$ cat src/rtl/rv32i_pkg.sv
// Shared ROB sizing and entry layout; the exc field exists only with RV32I_ROB_EXC_EN.
// Pure declarations: no latency and no flow control.
package rv32i_pkg;

    localparam int ROB_DEPTH            = 16;
    localparam int ROB_IDX_BW           = $clog2(ROB_DEPTH);
    localparam int PHYS_REG_FILE_IDX_BW = 6;
    localparam int ARCH_REG_FILE_IDX_BW = 5;

    typedef struct packed {
        logic                            vld;
        logic                            done;
        logic                            dst_vld;
        logic [PHYS_REG_FILE_IDX_BW-1:0] phys_tag;
        logic [ARCH_REG_FILE_IDX_BW-1:0] arch_idx;
`ifdef RV32I_ROB_EXC_EN
        logic                            exc;
`endif
    } rob_entry_t;

endpackage

$ cat src/rtl/rv32i_rob_retire_sel.sv
// Counts the contiguous completed entries from the head, capped at RETIRE_W and the occupancy.
// Combinational, zero latency; hold forces n=0 and a term entry ends the run after retiring itself.
module rv32i_rob_retire_sel #(
    parameter int ROB_DEPTH = 16,
    parameter int RETIRE_W  = 2,
    localparam int IDX_BW   = $clog2(ROB_DEPTH),
    localparam int NW       = $clog2(RETIRE_W + 1)
) (
    input  logic [IDX_BW-1:0]          rd_idx,
    input  logic [IDX_BW:0]            count,
    input  logic [ROB_DEPTH-1:0]       done_eff,
    input  logic [ROB_DEPTH-1:0]       term,
    input  logic                       hold,
    output logic [NW-1:0]              n,
    output logic [RETIRE_W*IDX_BW-1:0] lane_idx
);

    logic              run;
    logic [IDX_BW-1:0] idx;

    always_comb begin
        n        = '0;
        lane_idx = '0;
        idx      = '0;
        run      = ~hold;
        for (int k = 0; k < RETIRE_W; k++) begin
            idx = rd_idx + IDX_BW'(k);
            lane_idx[k*IDX_BW +: IDX_BW] = idx;
            if (run && (k < int'(count)) && done_eff[idx]) begin
                n   = NW'(k + 1);
                run = ~term[idx];
            end else begin
                run = 1'b0;
            end
        end
    end

endmodule

$ cat src/rtl/rv32i_rob_mw.sv
// Multi-writeback, multi-retire reorder buffer; RV32I_ROB_EXC_EN adds exception tracking and retire blocking.
// Retire outputs registered (1 cycle); dispatch is dropped while full or flushing.
module rv32i_rob_mw
    import rv32i_pkg::*;
#(
    parameter int ROB_DEPTH = rv32i_pkg::ROB_DEPTH,
    parameter int NUM_WB    = 2,
    parameter int RETIRE_W  = 2,
    parameter int IDX_BW    = $clog2(ROB_DEPTH)
) (
    input  logic                                     clk,
    input  logic                                     rst,
    input  logic                                     i_dispatch,
    input  logic                                     i_dst_vld,
    input  logic [PHYS_REG_FILE_IDX_BW-1:0]          i_dst_phys_rf_tag,
    input  logic [ARCH_REG_FILE_IDX_BW-1:0]          i_dst_arch_rf_idx,
    output logic [IDX_BW-1:0]                        o_rob_entry_idx,
    output logic                                     o_full,
    output logic                                     o_empty,
    output logic [IDX_BW:0]                          o_count,
    input  logic [NUM_WB-1:0]                        i_wb_vld,
    input  logic [NUM_WB*IDX_BW-1:0]                 i_wb_rob_entry_idx,
`ifdef RV32I_ROB_EXC_EN
    input  logic [NUM_WB-1:0]                        i_wb_exc,
    output logic                                     o_retire_exc,
    output logic [IDX_BW-1:0]                        o_retire_exc_rob_idx,
`endif
    input  logic                                     i_flush,
    output logic [RETIRE_W-1:0]                      o_retire_vld,
    output logic [RETIRE_W-1:0]                      o_retire_dst_vld,
    output logic [RETIRE_W*PHYS_REG_FILE_IDX_BW-1:0] o_retire_dst_phys_rf_tag,
    output logic [RETIRE_W*ARCH_REG_FILE_IDX_BW-1:0] o_retire_dst_arch_rf_idx
);

    localparam int NW = $clog2(RETIRE_W + 1);
    localparam int PB = PHYS_REG_FILE_IDX_BW;
    localparam int AB = ARCH_REG_FILE_IDX_BW;

    rob_entry_t                 entries [ROB_DEPTH];
    rob_entry_t                 disp_entry;
    logic [IDX_BW:0]            wr_ptr, rd_ptr;
    logic [IDX_BW-1:0]          wr_idx, rd_idx;
    logic                       accept;
    logic                       hold;
    logic [ROB_DEPTH-1:0]       vld_vec, done_vec, wb_hit, done_eff, term, ret_mask;
    logic [NW-1:0]              ret_n;
    logic [RETIRE_W*IDX_BW-1:0] lane_idx;
    logic [RETIRE_W-1:0]        ret_vld_nxt, ret_dst_vld_nxt;
    logic [RETIRE_W*PB-1:0]     ret_tag_nxt;
    logic [RETIRE_W*AB-1:0]     ret_arch_nxt;
`ifdef RV32I_ROB_EXC_EN
    logic [ROB_DEPTH-1:0]       exc_vec, wb_exc_hit;
    logic                       exc_blocked;
    logic                       ret_exc;
    logic [IDX_BW-1:0]          ret_exc_idx;
`endif

    assign wr_idx          = wr_ptr[IDX_BW-1:0];
    assign rd_idx          = rd_ptr[IDX_BW-1:0];
    assign o_rob_entry_idx = wr_idx;
    assign o_count         = wr_ptr - rd_ptr;
    assign o_empty         = (wr_ptr == rd_ptr);
    assign o_full          = (wr_idx == rd_idx) && (wr_ptr[IDX_BW] != rd_ptr[IDX_BW]);
    assign accept          = i_dispatch & ~o_full & ~i_flush;

    always_comb begin
        vld_vec  = '0;
        done_vec = '0;
        wb_hit   = '0;
        for (int i = 0; i < ROB_DEPTH; i++) begin
            vld_vec[i]  = entries[i].vld;
            done_vec[i] = entries[i].done;
        end
        for (int p = 0; p < NUM_WB; p++) begin
            if (i_wb_vld[p]) wb_hit[i_wb_rob_entry_idx[p*IDX_BW +: IDX_BW]] = 1'b1;
        end
        done_eff = (done_vec | wb_hit) & vld_vec;
    end

`ifdef RV32I_ROB_EXC_EN
    always_comb begin
        exc_vec    = '0;
        wb_exc_hit = '0;
        for (int i = 0; i < ROB_DEPTH; i++) exc_vec[i] = entries[i].exc;
        for (int p = 0; p < NUM_WB; p++) begin
            if (i_wb_vld[p] && i_wb_exc[p]) wb_exc_hit[i_wb_rob_entry_idx[p*IDX_BW +: IDX_BW]] = 1'b1;
        end
        term = (exc_vec | wb_exc_hit) & vld_vec;
        hold = i_flush | exc_blocked;
    end
`else
    assign term = '0;
    assign hold = i_flush;
`endif

    rv32i_rob_retire_sel #(
        .ROB_DEPTH (ROB_DEPTH),
        .RETIRE_W  (RETIRE_W)
    ) u_retire_sel (
        .rd_idx   (rd_idx),
        .count    (o_count),
        .done_eff (done_eff),
        .term     (term),
        .hold     (hold),
        .n        (ret_n),
        .lane_idx (lane_idx)
    );

    // Gather the next registered retire bundle; non-retiring lanes stay zero.
    always_comb begin
        ret_mask        = '0;
        ret_vld_nxt     = '0;
        ret_dst_vld_nxt = '0;
        ret_tag_nxt     = '0;
        ret_arch_nxt    = '0;
`ifdef RV32I_ROB_EXC_EN
        ret_exc     = 1'b0;
        ret_exc_idx = '0;
`endif
        for (int k = 0; k < RETIRE_W; k++) begin
            if (k < int'(ret_n)) begin
                ret_mask[lane_idx[k*IDX_BW +: IDX_BW]] = 1'b1;
                ret_vld_nxt[k]          = 1'b1;
                ret_dst_vld_nxt[k]      = entries[lane_idx[k*IDX_BW +: IDX_BW]].dst_vld;
                ret_tag_nxt[k*PB +: PB] = entries[lane_idx[k*IDX_BW +: IDX_BW]].phys_tag;
                ret_arch_nxt[k*AB +: AB] = entries[lane_idx[k*IDX_BW +: IDX_BW]].arch_idx;
`ifdef RV32I_ROB_EXC_EN
                ret_exc     = term[lane_idx[k*IDX_BW +: IDX_BW]];
                ret_exc_idx = lane_idx[k*IDX_BW +: IDX_BW];
`endif
            end
        end
    end

    always_comb begin
        disp_entry          = '0;
        disp_entry.vld      = 1'b1;
        disp_entry.dst_vld  = i_dst_vld;
        disp_entry.phys_tag = i_dst_phys_rf_tag;
        disp_entry.arch_idx = i_dst_arch_rf_idx;
    end

    always_ff @(posedge clk) begin
        if (rst || i_flush) begin
            wr_ptr                   <= '0;
            rd_ptr                   <= '0;
            o_retire_vld             <= '0;
            o_retire_dst_vld         <= '0;
            o_retire_dst_phys_rf_tag <= '0;
            o_retire_dst_arch_rf_idx <= '0;
            for (int i = 0; i < ROB_DEPTH; i++) entries[i] <= '0;
`ifdef RV32I_ROB_EXC_EN
            exc_blocked          <= 1'b0;
            o_retire_exc         <= 1'b0;
            o_retire_exc_rob_idx <= '0;
`endif
        end else begin
            for (int i = 0; i < ROB_DEPTH; i++) begin
                if (ret_mask[i]) begin
                    entries[i].vld  <= 1'b0;
                    entries[i].done <= 1'b0;
`ifdef RV32I_ROB_EXC_EN
                    entries[i].exc  <= 1'b0;
`endif
                end else if (wb_hit[i] && entries[i].vld) begin
                    entries[i].done <= 1'b1;
`ifdef RV32I_ROB_EXC_EN
                    entries[i].exc  <= entries[i].exc | wb_exc_hit[i];
`endif
                end
            end
            // The write slot is never occupied when accepting, so this cannot collide with the updates above.
            if (accept) entries[wr_idx] <= disp_entry;
            wr_ptr                   <= wr_ptr + {{IDX_BW{1'b0}}, accept};
            rd_ptr                   <= rd_ptr + (IDX_BW+1)'(ret_n);
            o_retire_vld             <= ret_vld_nxt;
            o_retire_dst_vld         <= ret_dst_vld_nxt;
            o_retire_dst_phys_rf_tag <= ret_tag_nxt;
            o_retire_dst_arch_rf_idx <= ret_arch_nxt;
`ifdef RV32I_ROB_EXC_EN
            exc_blocked          <= exc_blocked | ret_exc;
            o_retire_exc         <= ret_exc;
            o_retire_exc_rob_idx <= ret_exc ? ret_exc_idx : '0;
`endif
        end
    end

endmodule

$ cat config.mk
export PLATFORM = sky130hd
export DESIGN_NAME = rv32i_rob_mw
export DESIGN_NICKNAME = d
export VERILOG_FILES = /design/src/rtl/rv32i_pkg.sv /design/src/rtl/rv32i_rob_retire_sel.sv /design/src/rtl/rv32i_rob_mw.sv
export SDC_FILE = /design/constraint.sdc
export NUM_CORES = 1
export LEC_CHECK = 0
export ABC_CLOCK_PERIOD_IN_PS = 5000
export CAP_MARGIN = 0
export CORE_ASPECT_RATIO = 0.9
export CORE_MARGIN = 4
export CORE_UTILIZATION = 53
export CTS_CLUSTER_DIAMETER = 200
export DETAILED_ROUTE_END_ITERATION = 6
export PLACE_DENSITY = 0.71
export SYNTH_ARGS = -nofsm -noshare
export SYNTH_HDL_FRONTEND = slang
export SYNTH_SLANG_ARGS = --single-unit
$ cat constraint.sdc
create_clock -name clk -period 5 [get_ports clk]
set_clock_uncertainty 0.2 [all_clocks]
set_input_delay 1 -clock clk [delete_from_list [all_inputs] [get_ports clk]]
set_output_delay 1 -clock clk [all_outputs]
set_load 0.02 [all_outputs]
Yosys cells after proc, flatten, opt, wreduce, memory -nomap -nowiden:

Memories as Yosys holds them, arrays and structs flattened. A register that Yosys moved wholly into a read port is not among the register bits.
Index checks and enable logic that the tools add are counted.

* add/subtract/negate cells: 4
* magnitude comparators: 12
* equality and inequality tests: 3
* muxes and demuxes: 188
* bitwise operators: 59
* reductions and logical operators: 28

Operators by type and width (number)
* 1-bit two-way mux: 176
* 16-bit two-way mux: 4
* 1-bit bitwise OR: 48
* 16-bit bitwise OR: 3
* 1-bit logical AND: 25
* 4-bit by 5-bit < comparator with 1-bit output (second input constant): 4
* 16-bit bitwise AND: 1
* 1-bit demux with 4-bit select: 4
* 4-bit by 1-bit greater-or-equal comparator with 1-bit output (second input constant): 4
* 1-bit by 5-bit < comparator with 1-bit output (first input constant): 2
* 1-bit binary-select mux with 4-bit select: 2
* 5-bit by 1-bit adder with 5-bit output: 1
* 5-bit by 2-bit adder with 5-bit output: 1
* 5-bit == test: 1
* 1-bit NOT: 5
* 5-bit subtractor: 1
* 4-bit by 1-bit adder with 4-bit output (second input constant): 1
* 4-bit == test: 1
* 1-bit by 2-bit < comparator with 1-bit output (first input constant): 2
* 4-bit two-way mux: 1
* 2-bit OR reduction: 2
* 1-bit bitwise AND: 2
* 2-bit two-way mux: 1
* 1-bit logical OR: 1
* 1-bit inequality test: 1

* register bits: 12
* bits in writable memories: 224
* bits in read-only memories: 16
* output and inout bits: 37
* memories: 2

Memory list
* entries: words 16, width 14, read ports 18, clocked after memory_dff 2, wr ports 17, RTL line rv32i_rob_mw.sv:39 `rob_entry_t entries [ROB_DEPTH];`
* (name not given): words 16, width 1, read ports 1, clocked after memory_dff 1, wr ports 0, RTL line rv32i_rob_retire_sel.sv:31 `run = ~term[idx];`

Logic depth before layout (Yosys ltp):

Gate-level depths: netlist of run 1.

* depth in word-level cells: 25
* depth in mapped cells: 17
* gate-level depth less buffers: 16

Cells and area by module:

Synthesis of run 1 repeated with hierarchy kept, for this count alone.

* cell total of the unflattened synthesis: 1042
* area, all modules: 13759.4 um^2

By module, submodules not included
* rv32i_rob_mw: times used 1, cells each 999, area an instance 13240.2 um^2, seq. area each 7126.8 um^2
* rv32i_rob_retire_sel: times used 1, cells each 43, area an instance 519.2 um^2, seq. area each 0.0 um^2

Worst setup path after synthesis of run 1:

Ideal clock, no wire load.

* kind: register -> register
* start point: register rd_ptr[3]
* end point: register rd_ptr[4]
* arrival: 4.040 ns
* required time: 4.727 ns
* slack: 0.687 ns
* stages on the path, launching flop included: 16
* buffers on the path: 3
* cells stage by stage: dfxtp_1 buf_1 inv_2 buf_1 ha_1 a21oi_1 a21oi_1 o221a_2 a221oi_4 o2111ai_4 buf_6 nor3_1 inv_1 fa_1 or3_1 a21oi_1

* longest elaborated chain between the ends: 9
* elaborated cells on any way between the ends: 16
* classes of those cells: add/sub (3); order compare (2); mux (7); reduce/logical (4)

Ends and longest elaborated chain
* from (decl): RTL line rv32i_rob_mw.sv:41 `logic [IDX_BW:0] wr_ptr, rd_ptr;`
* from (signal assigned): RTL line rv32i_rob_mw.sv:175 `rd_ptr <= rd_ptr + (IDX_BW+1)'(ret_n);`
* 5-bit subtractor: RTL line rv32i_rob_mw.sv:61 `assign o_count = wr_ptr - rd_ptr;`
* 1-bit by 5-bit < comparator with 1-bit output: RTL line rv32i_rob_retire_sel.sv:29 `if (run && (k < int'(count)) && done_eff[idx]) begin`
* 1-bit logical AND (2 in series): RTL line rv32i_rob_retire_sel.sv:29
* 1-bit two-way mux: RTL line rv32i_rob_retire_sel.sv:29
* 1-bit logical AND: RTL line rv32i_rob_retire_sel.sv:29
* 1-bit logical AND (*): RTL line rv32i_rob_retire_sel.sv:29
* 2-bit two-way mux (*): RTL line rv32i_rob_retire_sel.sv:29
* named net ret_n[1]: RTL line rv32i_rob_mw.sv:46 `logic [NW-1:0] ret_n;`
* 5-bit by 2-bit adder with 5-bit output (*): RTL line rv32i_rob_mw.sv:175

The timed path passes the listed nets; every way through them passes the cells marked *. The select of a mux whose other input is x is not followed.
A chain may end at the register's enable or synchronous reset.

Worst setup path in the final report of run 1:

* start point: register rd_ptr[0]
* end point: register rd_ptr[4]

* longest elaborated chain between the ends: 9
* elaborated cells on any way between the ends: 16
* classes of those cells: add/sub (3); order compare (2); mux (7); reduce/logical (4)

Ends and longest elaborated chain (RTL line)
* 5-bit subtractor: rv32i_rob_mw.sv:61
* 1-bit by 5-bit < comparator with 1-bit output: rv32i_rob_retire_sel.sv:29
* 1-bit logical AND (2 in series): rv32i_rob_retire_sel.sv:29
* 1-bit two-way mux: rv32i_rob_retire_sel.sv:29
* 1-bit logical AND (2 in series): rv32i_rob_retire_sel.sv:29
* 2-bit two-way mux: rv32i_rob_retire_sel.sv:29
* 5-bit by 2-bit adder with 5-bit output (*): rv32i_rob_mw.sv:175

Mark *: on every way between the ends. The rest lies on a longest branch, timed or not. The select of a mux whose other input is x is not followed.

==> results of run 1 <==
-- flip-flops by register name, indices dropped and copies added, names as in the netlist --
| signal | count |
|---|---|
| entries | 224 |
| o_retire_dst_arch_rf_idx | 10 |
| o_retire_dst_phys_rf_tag | 12 |
| o_retire_dst_vld | 2 |
| o_retire_vld | 2 |
| rd_ptr | 5 |
| wr_ptr | 5 |
-- cells in the final DEF, fill, tap and decap left out, types with 6 or more instances in the layout --
cell,instances
and3_1,150
dfxtp_1,66
nor4_1,6
nor4_2,6
buf_4,48
edfxtp_1,192
o211ai_1,6
a211oi_1,9
mux4_2,121
o21ai_0,11
ha_1,14
clkbuf_16,30
or3_1,6
clkbuf_1,6
inv_1,20
and2_1,79
nor2_1,37
o221ai_1,12
a31oi_1,7
nand3_1,18
nor3_1,6
a21oi_1,26
nand2b_1,12
nand2_1,58
nor2b_1,8
clkinv_2,8
clkdlybuf4s50_1,62
nand3b_1,15
o22ai_1,14
-- power breakdown --
group / switching [uW] / leakage, uW / internal, uW
registers: 35.1 / 0.00269 / 2380
logic: 154 / 0.00300 / 103
clock network: 844 / 0.000454 / 1250
-- logic make-up (layout without fill, tap and decap cells) --
logic type	Yosys count	in the layout
AND/OR/NAND/NOR	442	442
flip-flops	260	260
AO/OA/AOI/OAI	133	133
multiplexers	122	122
buffers and inverters	122	184
adder cells (fa/ha/maj)	17	17
XOR/XNOR	9	9
other	0	2
-- per-layer routing --
metal  share of wire [%]  track usage [%]  vias to the layer above
li1                    -                -                     4413
met5                   0                0                        -
met2                  47             45.3                      652
met1                  40             41.6                     5110
met3                  12             5.93                       67
met4                 1.9             6.28                        0
-- synth_stat cells (7+ instances only) --
cell      count  area share [%]
edfxtp_1    192              40
and3_1      150             6.6
mux4_2      121              19
and2_1       79             3.5
dfxtp_1      68             9.5
clkbuf_1     67             1.8
nand2_1      58             1.5
nor2_1       42             1.1
a21oi_1      26            0.91
buf_2        23            0.80
inv_1        20            0.52
nand3_1      18            0.63
ha_1         15             1.3
nand3b_1     15            0.79
o21ai_0      14            0.49
o22ai_1      14            0.61
nand2b_1     12            0.52
o221ai_1     12            0.73
a211oi_1      9            0.47
nor2b_1       9            0.39
nor3_1        8            0.28
a31oi_1       7            0.31
-- worst max-delay path, delay by kind of cell, from the launching register on --
kind	cells	cell delay, ns
adder cells (fa/ha/maj)	3	1.21
buffers and inverters	4	0.91
flip-flops	1	0.60
AO/OA/AOI/OAI	3	0.62
AND/OR/NAND/NOR	4	0.65
-- worst paths after layout --
check / endpoint / cells after the start
max: rd_ptr[4] / 14
min: entries[14][13] / 2
min reg2reg: entries[14][13] / 2
max reg2reg: rd_ptr[4] / 14
-- stage by stage --
| stage | utilization, % | hold WS (ns) | power, uW |
|---|---|---|---|
| after floorplan | - | 0.266 | 2580 |
| after global placement | 58.3 | 0.293 | 2700 |
| after detailed placement | 58.3 | 0.294 | 2710 |
| after CTS | 61.9 | 0.303 | 4770 |
| after global routing | 61.9 | 0.322 | 4890 |
| final | 61.9 | 0.302 | 4760 |
-- layout make-up --
type	instances	area [um^2]	share of cell area, %
Clock inverter	16	160	0.983
Antenna cell	2	5.00	0.0307
Timing Repair Buffer	110	981	6.02
Sequential cell	260	7130	43.8
Tap cell	348	435	2.67
Clock buffer	36	773	4.74
Multi-Input combinational cell	723	6730	41.3
Inverter	22	82.6	0.507
==> results.ini, run 1 <==
[setup_path]
r2r_setup_slack_ns = 0.70
critPathMaxFanout = 32
crit_path_max_incr_delay_ns = 0.63
r2r_start = rd_ptr[0]
endpoint_kind = flip-flop
cp-startpoint = rd_ptr[0]
path_class = reg2reg
critPathRequiredTime_ns = 5.26
arrival_ns = 4.56
slowest_stage = ha_2
startpoint_type = flip-flop
path_cells = clkinv_1 > ha_2 > inv_1 > a31oi_1 > a41oi_2 > nand4_4 > buf_4 > nor2_1 > nor2_1 > ha_1 > inv_1 > fa_1 > or3_1 > a21oi_1

[placement]
hpwl_um = 26800
place_ws_ns = 0.285
placed_area_um2 = 15400
placed_cells = 1463
port_buffers = 62
globalplace.congestion = 0.945

[floorplan]
fp.dieW_um = 181
row_count = 56
coreArea_um2 = 26300
die_area_um2 = 29700
die_y_um = 164
io_pins = 63
initial_core_util_pct = 54.3

[cts]
cts_resized = 0
cts_setup_buffers = 0
htree_levels = 1
insertion_delay_ns = 0.54
cts_buffer_depth = 3
cts_hold_buf = 0
path_clk_slew_ns = 0.06
clock-sinks = 260
cts_tree = done
root_buffer = clkbuf_16
numCtsBuffers = 28

[synth]
synth_area_per_cell_um2 = 13.0
synthSimpleGateAreaFrac_pct = 18.4
synth_top_family_by_area = multiplexers
synth_area_um2 = 14300
syn_nets = 1148
synth_seq_area_share_pct = 49.8
ys.flop_type = edfxtp_1
netlist_instances = 1105
ys_warn_count = 0
synth-edff-count = 192
synth_adder_area_share_pct = 1.59
synth_xor_area_share_pct = 0.551
synth-compound-area-share_pct = 6.97
ys_types = 76
ys_ff_latch = 260
async_reset_ff_share_pct = 0
muxShareOfSynthArea_pct = 19.1

[sta]
period_needed_ns = 4.30
fin_tns_setup_ns = 0
postLayoutSetupSlackWorst_ns = 0.696
rsz0062_at_grt = false
fin_crit_sh_pct = 86.1
fmax_mhz = 232
final_max_slew_viol_count = 0
tightest_slew_ns = 1.03
slew_headroom_pct = 31.4
setup_viol = 0
hold_viol_final = 0

[min_path]
hold_start = entries[14][13]
hp-class = reg2reg

[run]
maxCapViolations = 0

[final_layout]
final_cell_count_no_fill = 1517
final_cell_area_um2 = 16300
drive_gt1_share_pct = 21.8
nNetsFinal = 1188
fill_cells = 2017
syn2layout_area_growth_pct = 13.9

[routing]
drc = 0
dr_total_vias = 10200
post_drt_wl_per_cell_um = 27.9
ant_nets = 0
wirelength_um = 42300
dr.pass1.iters = 6
vias_per_cell = 6.75
first_iter_violations = 1403

[global_route]
grt_max_degree = 53
antenna_found_initial = 1
overflow = 0
grt_first_pass_wirelength_um = 64800
grt_pass1_vias = 10300
grtUsageTotal_pct = 28.6

[power]
vdd_drop_max_uv = 223
powerDensity_nw_per_um2 = 292
leakage_uw = 0.00614

[outcome]
status = completed

No activity file was read; power rests on OpenSTA's default activity.
==> run 2, diff against run 1 <==
--- a/config.mk
+++ b/config.mk
@@ -11,8 +11,10 @@
 export CORE_MARGIN = 4
 export CORE_UTILIZATION = 53
 export CTS_CLUSTER_DIAMETER = 200
+export CTS_CLUSTER_SIZE = 25
 export DETAILED_ROUTE_END_ITERATION = 6
 export PLACE_DENSITY = 0.71
+export SLEW_MARGIN = 10
 export SYNTH_ARGS = -nofsm -noshare
 export SYNTH_HDL_FRONTEND = slang
 export SYNTH_SLANG_ARGS = --single-unit
==> results.ini, run 2 (synthesis gave the netlist of run 1 again) <==
[outcome]
status = completed  ; unchanged

[setup_path]
path_cells = clkinv_1 > ha_2 > inv_1 > a31oi_1 > a41oi_2 > nand4_4 > buf_4 > nor2_1 > nor2_1 > ha_1 > inv_1 > fa_1 > or3_1 > a21oi_1  ; unchanged
critical_path_buf_inv_count = 4  ; unchanged
arrival_ns = 4.57  ; was 4.56 ns
critPathRequiredTime_ns = 5.24  ; was 5.26 ns
endpoint_kind = flip-flop  ; unchanged
path_class = reg2reg  ; unchanged
crit_path_max_incr_delay_ns = 0.63  ; about the same
critPathMaxFanout = 32  ; unchanged
startpoint_type = flip-flop  ; unchanged
slowest_stage = ha_2  ; unchanged
cpLargestDelayFamily = adder cells  ; unchanged

[sta]
fin_tns_setup_ns = 0  ; unchanged
fin_crit_sh_pct = 86.6  ; was 86.1%
setup_viol = 0  ; unchanged
final_max_slew_viol_count = 0  ; unchanged
slew_headroom_pct = 25.3  ; was 31.4%
postLayoutSetupSlackWorst_ns = 0.670  ; was 0.696 ns
hold_viol_final = 0  ; unchanged
rsz0062_at_grt = false  ; unchanged
tightest_slew_ns = 1.12  ; was 1.03 ns
period_needed_ns = 4.33  ; was 4.30 ns
fmax_mhz = 231  ; was 232 MHz

[final_layout]
reg_top3 = entries x224, o_retire_dst_phys_rf_tag x12, o_retire_dst_arch_rf_idx x10  ; unchanged
fill_cells = 2081  ; was 2,017
drive_gt1_share_pct = 19.8  ; was 21.8%
final_cell_mix = 192 x edfxtp_1, 150 x and3_1, 121 x mux4_2  ; unchanged
nNetsFinal = 1174  ; was 1,188
top_register = entries  ; unchanged
regArea_um2 = 7130  ; unchanged
syn2layout_area_growth_pct = 10.3  ; was 13.9%
multi_input_area_um2 = 6730  ; unchanged
mostFrequentLayoutCell = edfxtp_1  ; unchanged
largest_reg_flops = 224  ; unchanged

[cts]
root_buffer = clkbuf_16  ; unchanged
cts_tree = done  ; unchanged
cts_hold_buf = 0  ; unchanged
clock-sinks = 260  ; unchanged
cts_setup_buffers = 0  ; unchanged
cts_buffer_depth = 3  ; unchanged
cts_resized = 0  ; unchanged
insertion_delay_ns = 0.50  ; was 0.54 ns
path_clk_slew_ns = 0.11  ; was 0.06 ns
htree_levels = 1  ; unchanged
numCtsBuffers = 14  ; was 28

[power]
vdd_drop_max_uv = 177  ; was 223 uV
powerDensity_nw_per_um2 = 249  ; was 292 nW/um^2
leakage_uw = 0.00589  ; was 0.00614 uW

[floorplan]
initial_core_util_pct = 54.3  ; unchanged
die_area_um2 = 29700  ; unchanged
fp.dieW_um = 181  ; unchanged
coreArea_um2 = 26300  ; unchanged
row_count = 56  ; unchanged
die_y_um = 164  ; unchanged
io_pins = 63  ; unchanged

[placement]
place_ws_ns = 0.285  ; unchanged
port_buffers = 62  ; unchanged
globalplace.congestion = 0.945  ; unchanged
hpwl_um = 26800  ; unchanged

[global_route]
overflow = 0  ; unchanged
grt_first_pass_wirelength_um = 64100  ; was 64,800 um
grt_max_degree = 53  ; unchanged
grtUsageTotal_pct = 28.4  ; was 28.6%
grt_pass1_vias = 10100  ; was 10.3k
antenna_found_initial = 3  ; was 1

[routing]
dr_total_vias = 10200  ; about the same
vias_per_cell = 6.82  ; was 6.75
ant_nets = 0  ; unchanged
first_iter_violations = 1346  ; was 1,403
drc = 0  ; unchanged
wirelength_um = 42100  ; was 42,300 um
post_drt_wl_per_cell_um = 28.3  ; was 27.9 um
dr.pass1.iters = 6  ; unchanged

[run]
maxCapViolations = 0  ; unchanged

[min_path]
hp-class = reg2reg  ; unchanged

## run 2: cell types whose count changed in the layout (fill, tap and decap cells not counted)
cell,change
clkbuf_16,-15
clkinv_2,-8
bufinv_16,-3
clkinvlp_4,-3
clkbuf_1,+2
clkinv_1,-2
inv_12,+1
## run 2: worst paths after layout
kind	slack, ns	cells past startpoint	end	from
worst min register to register	0.31	2	entries[14][13]	entries[14][13]
worst min-delay path	0.31	2	entries[14][13]	entries[14][13]
worst max-delay path	0.67	14	rd_ptr[4]	rd_ptr[0]
worst max register to register	0.67	14	rd_ptr[4]	rd_ptr[0]
## run 2: layer usage
| metal | global-route usage [%] | wire (um) | up-vias |
|---|---|---|---|
| met5 | 0 | 13 | - |
| met4 | 6.55 | 975 | 2 |
| met3 | 6.80 | 5120 | 68 |
| met2 | 44.2 | 19300 | 626 |
| met1 | 41.3 | 16700 | 5099 |
| li1 | - | - | 4355 |
## run 2: per-stage QoR
stage	power, uW	hold WS (ns)	util [%]	instance area, um^2	cells
after detailed placement	2710	0.294	58.3	15400	1463
after global placement	2700	0.293	58.3	15400	1463
final	3940	0.308	59.9	15800	1489
after CTS	3940	0.310	59.9	15800	1487
after floorplan	2580	0.266	-	14300	1105
after global routing	4050	0.330	59.9	15800	1487
## run 2: tightest hold or removal path, cell delays in order (launching register included)
cell and delay [ns]:
dfxtp_1 0.35, nand3_1 0.07, o21ai_1 0.05
## run 2: where the power goes
part	internal, uW	total (uW)	switching, uW
registers	2370	2410	34.9
clock network	573	1270	698
logic	103	259	156
## run 2: final cells by class
cell class / count / area share [%]
antenna: 2 / 0.0317
clock buffer: 23 / 2.57
clock inverter: 1 / 0.103
inverter: 22 / 0.523
multi-input combinational: 723 / 42.6
sequential: 260 / 45.2
tap: 348 / 2.76
timing repair buffer: 110 / 6.21
